**src/rtl/gate_resp_checker_sat_counter.sv**
```systemverilog
`default_nettype none
// ============================================================================
// Module      : sat_counter
// Description : Up-counter with synchronous clear that holds at all-ones.
// Revision    : 1.0 - initial release
// ============================================================================
module sat_counter #(
    parameter int WIDTH = 8
) (
    input  logic             clk,
    input  logic             rst_n,
    input  logic             clr,
    input  logic             inc,
    output logic [WIDTH-1:0] cnt
);

    logic [WIDTH-1:0] r_cnt;

    always_ff @(posedge clk or negedge rst_n) begin
        if (!rst_n) begin
            r_cnt <= '0;
        end else if (clr) begin
            r_cnt <= '0;
        end else if (inc && (r_cnt != {WIDTH{1'b1}})) begin
            r_cnt <= r_cnt + 1'b1;
        end
    end

    assign cnt = r_cnt;

endmodule
`default_nettype wire

```
**config.mk**
```make
export PLATFORM = sky130hd
export DESIGN_NAME = sat_counter
export DESIGN_NICKNAME = d
export VERILOG_FILES = /design/src/rtl/gate_resp_checker_sat_counter.sv
export SDC_FILE = /design/constraint.sdc
export NUM_CORES = 1
export LEC_CHECK = 0
export ABC_CLOCK_PERIOD_IN_PS = 1800
export CORE_AREA = 2 2 39 41
export CTS_BUF_LIST = sky130_fd_sc_hd__clkbuf_16
export DETAILED_ROUTE_END_ITERATION = 8
export DIE_AREA = 0 0 41 43
export SYNTH_ARGS = -nofsm -noshare
export SYNTH_HDL_FRONTEND = slang
export SYNTH_SLANG_ARGS = --single-unit
export TNS_END_PERCENT = 50
```
**constraint.sdc**
```tcl
create_clock -name clk -period 1.8 [get_ports clk]
set_input_delay 0.36 -clock clk [delete_from_list [all_inputs] [get_ports clk]]
set_output_delay 0.36 -clock clk [all_outputs]
set_load 0.005 [all_outputs]
```
Word-level counts from Yosys, hierarchy flattened
Index checks and enable logic that the tools add are counted.
- add/subtract/negate cells: 1
- equal/unequal tests: 1
- muxes and demuxes: 2
- reduce and logical (&&, ||, !) cells: 2
- operators by type and width (operator ; number):
    8-bit 2-to-1 mux ; 2
    8-bit by 1-bit adder with 8-bit output, second input constant ; 1
    8-bit inequality test, second input constant ; 1
    2-bit nonzero test ; 1
    1-bit logical AND ; 1
- register bits: 8
- input bits: 4
- output and inout port bits: 8
- logic and storage cells: 7

Logic depth before layout (Yosys ltp)
Gate-level depths: netlist (run 1).
- depth in word-level cells: 4
- mapped depth: 4
- depth with buffers taken out: 4

Least setup slack after synthesis (run 1)
No wires, ideal clock.
- path kind: register -> register
- start point: reg r_cnt[0], in the netlist cnt[0]
- end point: reg r_cnt[0], in the netlist cnt[0]
- library setup time: 125 ps
- data arrival time: 1480 ps
- data required time: 1675 ps
- slack: 196 ps
- stages on the path, launching flop included: 5
- path buffers: 0
- period minus slack after synthesis: 1604 ps
- cells stage by stage: dfrtp_1 ha_1 and4_2 a21boi_1 mux2_2
- word-level cells in the longest chain between the ends: 3
- elaborated cells on any way between the ends: 6
- classes of those cells: add/sub: 1; eq/ne: 1; mux: 2; reduce/logical: 2
- RTL lines (what ; line ; source):
    start, declared ; 17 ; logic [WIDTH-1:0] r_cnt;
    start signal, assigned ; 25 ; r_cnt <= r_cnt + 1'b1;
    8-bit by 1-bit adder with 8-bit output or 8-bit inequality test (tied branches) ; 25, 24 ;
    8-bit 2-to-1 mux or 1-bit logical AND (tied branches) ; 24 ; end else if (inc && (r_cnt != {WIDTH{1'b1}})) begin
    8-bit 2-to-1 mux or 2-bit nonzero test (tied branches) ; - ;
Parallel ways exist; a longest one is shown, timed or not. The select of a mux whose other input is x is not followed.
A chain may end at the register's enable or synchronous reset.

Worst setup path in the final report (run 1)
- start point: reg r_cnt[2], in the netlist cnt[2]
- end point: out cnt[2]
- RTL lines (what ; line ; source):
    end, declared ; 14 ; output logic [WIDTH-1:0] cnt
No word-level cell between the ends.

==> results by group, run 1 <==
Worst setup path
  • Crit path DAT: 1.23 ns
  • Worst setup EP type: output port
  • WP buf/inv: 1
  • CP cell instances: clkdlybuf4s50_1
  • Worst-path maximum fanout: 7
  • Worst path max stage delay: 0.54 ns
  • Data required time of the critical path: 1.44 ns
  • Setup CP Type: flop to output port
  • CP Launch Type: flop
  • CP top delay family: buffers and inverters
  • Crit-path slowest cell: clkdlybuf4s50_1

Timing
  • Max-slew violation count: 0
  • Min Tclk post-route: 1.59 ns
  • Fin Setup TNS: 0 ns
  • Tcrit/Tclk final: 88.1%
  • Minimum hold slack: 0.417 ns
  • Worst-margin pin slew: 0.363 ns
  • Final setup violating endpoints: 0
  • Final number of hold-violating endpoints: 0
  • RSZ-0062 raised after global routing: false
  • Max Clock Skew: 0.00246 ns
  • Achievable Freq: 631 MHz
  • Relative slew slack: 75.2%

Logic synthesis
  • Top cell type's share of synthesized area: 43.1%
  • Distinct cells, synth: 28
  • Mapped Cells: 49
  • Count leader, synth: dfrtp_1
  • Mapped Area: 464 um^2
  • Sequential element share of the synthesized area: 43.1%
  • #FFs+latches synth: 8
  • Synth top cells by count: 8 x dfrtp_1, 4 x nor3_1, 3 x a21oi_1, 3 x nand2b_1, 3 x nor2b_1
  • Post-synth top area cell: dfrtp_1
  • Avg Inst Size Synth: 9.47 um^2
  • Synth Flop Type: dfrtp_1
  • Ys async rst share: 100%
  • Mapped Nets: 54
  • Number of synthesized flops with an enable pin: 0
  • Area contributors post-synth: dfrtp_1 43%, mux2_2 4.9%, nor3_1 4.3%
  • Synth warn: 0

Clocking
  • Clk sink count: 8
  • TritonCTS clock tree: built
  • Clk_lat worst skew: 0.23 ns
  • Number of setup buffers added after CTS: 0
  • Post-CTS resize count: 0
  • Num CTS Buffers: 3
  • H-tree depth: 1
  • Bufs on Longest Clock Path: 2
  • Worst-path clk slew: 0.04 ns
  • Root buffer cell: clkbuf_16
  • # hold bufs at CTS: 0

Floorplan
  • Starting Density: 33.5%
  • Core Area: 0.00138 mm^2
  • Die Y-Extent: 43 um
  • Die area: 0.00176 mm^2
  • Site row count: 14
  • Chip width: 41 um
  • Io pins: 12

Hold path
  • Hold Crit Class: primary input to asynchronous set/reset pin

Global route
  • GR met3 Demand/Resource: 5.24%
  • Initial antenna violation count: 0
  • Total GRT Usage: 17.2%
  • M1 GR Usage: 21.0%
  • First-pass GRT wire length: 2050 um
  • Vias in the first global route: 469
  • GR peak layer: met2
  • Routing usage on met2: 26.6%
  • Largest net degree at the start of global routing: 10
  • GRT overflow: 0

Power
  • PwrDens: 875 mW/mm^2
  • Switching power: 0.000111 W
  • Sequential power share: 31.1%
  • Internal: 0.000500 W
  • Worst vdd ir: 0.000451 V
  • Leak pwr: 0.287 nW
  • Switching Share: 18.1%
  • Clock Power Share: 60.6%
  • Part of the power in combinational logic: 8.3%

Layout
  • Cell area after layout: 698 um^2
  • Layout area overhead: 50.4%
  • Layout cells sized above 1: 18.2%
  • Largest register FFs: 8
  • Layout net count: 73
  • Ant diodes: 0

Run
  • Max cap viols: 0

Route
  • Routed Antenna Nets: 0
  • Vias: 464
  • Drt first pass iters: 2
  • Wirelength, routed: 1130 um
  • Wire per inst: 13.8 um
  • Vias per std cell: 5.66
  • Starting DRC count in detailed routing: 6
  • # DRC: 0

Status
  • Outcome: complete, no violations

Placement
  • Placed Area: 623 um^2
  • GPL Wtd Cong: 0.689
  • IO buf count: 11
  • Post-detail-place hpwl: 791 um
==> metrics by stage <==
step / utilization [%] / instances / total power (W) / worst slack, ns
2_1_floorplan: - / 49 / 0.000212 / 0.196
6_report: 50.5 / 82 / 0.000611 / 0.215
3_3_place_gp: 45.0 / 79 / 0.000243 / 0.0471
3_5_place_dp: 45.0 / 79 / 0.000243 / 0.0194
4_1_cts: 50.5 / 82 / 0.000614 / 0.216
5_1_grt: 50.5 / 82 / 0.000635 / 0.121
==> final cells by class <==
cell class              instances  area [um^2]
repair buffers                 16          148
inverters                       2         7.51
fillers                       132          686
well taps                      16         20.0
multi-input cells              37          248
flip-flops and latches          8          200
clock buffers                   3         75.1
==> routing by layer <==
| layer | vias up | wire length, um |
|---|---|---|
| met2 | 11 | 568 |
| met4 | 0 | 13 |
| met1 | 233 | 490 |
| li1 | 218 | - |
| met5 | - | 0 |
| met3 | 2 | 61 |
==> placed cells by master (no fill, tap or decap) <==
cell,count
nand3_1,2
a41oi_1,1
nand2b_1,3
nor4_1,1
and3_1,1
and4_2,1
nand3_2,1
clkbuf_16,3
nor3b_1,1
nor2b_1,3
mux2i_1,1
ha_1,1
a2111oi_0,1
dfrtp_1,8
nand4_1,1
clkdlybuf4s50_1,11
a31oi_1,1
inv_1,2
and4_1,1
or3_1,1
buf_4,5
nor3_1,4
a21oi_1,3
mux2_2,2
nor2_1,2
a211oi_1,1
a21boi_1,1
nand2_1,2
o21ai_0,1
==> worst paths after layout <==
path                       slack [ns]          startpoint  cells past startpoint                  to
min in group clk                 0.58  cnt[7]$_DFFE_PN0P_                      2  cnt[7]$_DFFE_PN0P_
min                              0.42               rst_n                      1  cnt[7]$_DFFE_PN0P_
max reg2reg                      0.22  cnt[1]$_DFFE_PN0P_                      4  cnt[0]$_DFFE_PN0P_
max in group asynchronous        1.11               rst_n                      1  cnt[3]$_DFFE_PN0P_
min reg2reg                      0.58  cnt[7]$_DFFE_PN0P_                      2  cnt[7]$_DFFE_PN0P_
max                              0.21  cnt[2]$_DFFE_PN0P_                      1              cnt[2]
==> power by group through the flow <==
stage                logic, W  registers (W)  clock network [W]
global placement    0.0000508       0.000192                  0
floorplan           0.0000183       0.000193                  0
CTS                 0.0000513       0.000190           0.000373
detailed placement  0.0000507       0.000192                  0
finish              0.0000506       0.000190           0.000370
global route        0.0000569       0.000191           0.000387
==> logic make-up after synthesis <==
family	share of synthesized area (%)
simple gates	31.0
compound gates	12.7
flops	43.1
buf+inv	3.50
mux	7.01
fa+ha+maj	2.69
Power figures use the tool's default switching activity.
==> inputs of run 2 (changes only) <==
--- a/config.mk
+++ b/config.mk
@@ -8,8 +8,10 @@
 export ABC_CLOCK_PERIOD_IN_PS = 1800
 export CORE_AREA = 2 2 39 41
 export CTS_BUF_LIST = sky130_fd_sc_hd__clkbuf_16
+export CTS_CLUSTER_SIZE = 8
 export DETAILED_ROUTE_END_ITERATION = 8
 export DIE_AREA = 0 0 41 43
+export GPL_TIMING_DRIVEN = 0
 export SYNTH_ARGS = -nofsm -noshare
 export SYNTH_HDL_FRONTEND = slang
 export SYNTH_SLANG_ARGS = --single-unit
==> results by group, run 2 (synthesized netlist as in run 1, its figures left out) <==
Status
  • Outcome: complete, no violations

Worst setup path
  • CP cell instances: ha_1, and4_2, a21boi_2, mux2_2
  • Worst setup EP type: flop
  • Worst path depth: 4 (+3)
  • CP top delay family: flip-flops
  • Worst-path maximum fanout: 7 (unchanged)
  • Flop-to-flop setup slack: 0.14 ns (-0.08 ns)
  • Setup CP Type: flop to flop
  • Crit-path slowest cell: dfrtp_1
  • R2R depth: 4 (unchanged)
  • Data required time of the critical path: 1.91 ns (+0.47 ns)
  • FF-to-FF Start: cnt[0]$_DFFE_PN0P_
  • WP buf/inv: 0 (-1)
  • Crit path DAT: 1.77 ns (+0.54 ns)
  • Worst path max stage delay: 0.42 ns (-0.12 ns)
  • Worst reg2reg endpoint: cnt[0]$_DFFE_PN0P_
  • CP Launch Type: flop

Placement
  • Post-detail-place hpwl: 701 um (-11%)
  • Pre-CTS setup slack: 0.0674 ns (+0.0480 ns)
  • IO buf count: 10 (-1)
  • GPL Wtd Cong: 0.765 (+11%)
  • Placed Area: 584 um^2 (-6.2%)

Power
  • PwrDens: 902 mW/mm^2 (+3.1%)
  • Clock Power Share: 61.4% (+0.8 points)
  • Worst vdd ir: 0.000515 V (+14%)
  • Part of the power in combinational logic: 6.5% (-1.8 points)
  • Leak pwr: 0.263 nW (-8.1%)
  • Switching Share: 17.7% (-0.37 points)
  • Internal: 0.000492 W (-1.6%)
  • Switching power: 0.000106 W (-4.0%)
  • Sequential power share: 32.1% (+1.0 points)

Run
  • Max cap viols: 0 (unchanged)

Timing
  • Final setup violating endpoints: 0 (unchanged)
  • Relative slew slack: 71.0% (-4.2 points)
  • Max Clock Skew: 0.00110 ns (-0.00136 ns)
  • Fin Setup TNS: 0 ns (unchanged)
  • Min Tclk post-route: 1.66 ns (+0.0771 ns)
  • Post-route setup slack: 0.137 ns (-0.0771 ns)
  • Tcrit/Tclk final: 92.4% (+4.3 points)
  • Final number of hold-violating endpoints: 0 (unchanged)
  • Achievable Freq: 601 MHz (-4.6%)
  • Max-slew violation count: 0 (unchanged)
  • Minimum hold slack: 0.423 ns (+0.00620 ns)
  • Worst-margin pin slew: 0.435 ns (+0.0727 ns)
  • RSZ-0062 raised after global routing: false

Clocking
  • Root buffer cell: clkbuf_16
  • # hold bufs at CTS: 0 (unchanged)
  • Bufs on Longest Clock Path: 2 (unchanged)
  • Clk_lat worst skew: 0.23 ns (about the same)
  • Worst-path clk slew: 0.04 ns (about the same)
  • H-tree depth: 1 (unchanged)
  • TritonCTS clock tree: built
  • Clk sink count: 8 (unchanged)
  • Num CTS Buffers: 3 (unchanged)

Route
  • Wire per inst: 12.8 um (-7.8%)
  • Vias per std cell: 5.47 (-3.3%)
  • Starting DRC count in detailed routing: 3 (-3)
  • Met1 wire length: 472 um (-3.7%)
  • Vias: 427 (-8.0%)
  • Drt first pass iters: 2 (unchanged)
  • # DRC: 0 (unchanged)
  • Met3 wire length: 44 um (-28%)
  • WL met2: 447 um (-21%)
  • Wirelength, routed: 995 um (-12%)
  • Routed Antenna Nets: 0 (unchanged)
  • DR top layer: met4

Layout
  • Layout net count: 69 (-5.5%)
  • Commonest non-fill, non-tap cells in the layout: 10 x clkdlybuf4s50_1, 8 x dfrtp_1, 4 x nor3_1
  • Layout area overhead: 42.9%
  • Ant diodes: 0 (unchanged)
  • Final core occ: 47.9% (-2.5 points)
  • Commonest non-fill, non-tap cell in the layout: clkdlybuf4s50_1
  • Layout fillers: 139 (+5.3%)
  • Layout cells sized above 1: 14.5% (-3.7 points)
  • Largest register FFs: 8 (unchanged)
  • Cell area after layout: 663 um^2 (-5.0%)

Floorplan
  • Starting Density: 33.5% (unchanged)
  • Core Area: 0.00138 mm^2 (unchanged)
  • Io pins: 12 (unchanged)
  • Chip width: 41 um (unchanged)
  • Die Y-Extent: 43 um (unchanged)
  • Site row count: 14 (unchanged)
  • Die area: 0.00176 mm^2 (unchanged)

Global route
  • Vias in the first global route: 364 (-22%)
  • Initial antenna violation count: 0 (unchanged)
  • Total GRT Usage: 13.7% (-3.5 points)
  • Largest net degree at the start of global routing: 11 (+1)
  • First-pass GRT wire length: 1590 um (-23%)
  • GRT overflow: 0 (unchanged)

Hold path
  • Hold Crit Class: primary input to asynchronous set/reset pin
run 2: power by group through the flow:
stage	combinational, W	clock, W	sequential (W)
2_1_floorplan	0.0000183	0	0.000193
3_3_place_gp	0.0000389	0	0.000194
3_5_place_dp	0.0000392	0	0.000194
4_1_cts	0.0000398	0.000376	0.000192
5_1_grt	0.0000441	0.000380	0.000193
6_report	0.0000390	0.000367	0.000192
run 2: worst max-delay path by stage:
stage	slack (ns)	endpoint	from
6_report	0.14	cnt[0]$_DFFE_PN0P_	cnt[0]$_DFFE_PN0P_
5_1_grt	0.07	cnt[0]$_DFFE_PN0P_	cnt[0]$_DFFE_PN0P_
4_1_cts	0.06	cnt[0]$_DFFE_PN0P_	cnt[0]$_DFFE_PN0P_
3_5_place_dp	0.07	cnt[0]$_DFFE_PN0P_	cnt[0]$_DFFE_PN0P_
3_3_place_gp	0.09	cnt[0]$_DFFE_PN0P_	cnt[0]$_DFFE_PN0P_
2_1_floorplan	0.20	cnt[0]$_DFFE_PN0P_	cnt[0]$_DFFE_PN0P_
run 2: final cells by class:
cell class                 instances  area, um^2  area share, %
multi-input combinational         37         251           37.9
sequential                         8         200           30.2
timing repair buffer              10         100           15.1
clock buffer                       3        75.1           11.3
tap                               16        20.0           3.02
buffer                             2        8.76           1.32
inverter                           2        7.51           1.13
run 2: metal layers:
metal	vias to the layer above	track usage, %
met5	-	0
met4	0	12.0
met3	3	1.57
met2	11	18.1
met1	204	18.5
li1	209	-
run 2: timing repair:
action / CTS / global route
setup endpoints to repair: 0 / 1
setup buffers: 0 / 0
gates resized for setup: 0 / 1
run 2: per-stage QoR:
step / power [W] / std cells
after floorplan: 0.000212 / 49
after global placement: 0.000233 / 75
after detailed placement: 0.000233 / 75
after CTS: 0.000607 / 78
after global routing: 0.000617 / 78
final: 0.000598 / 78
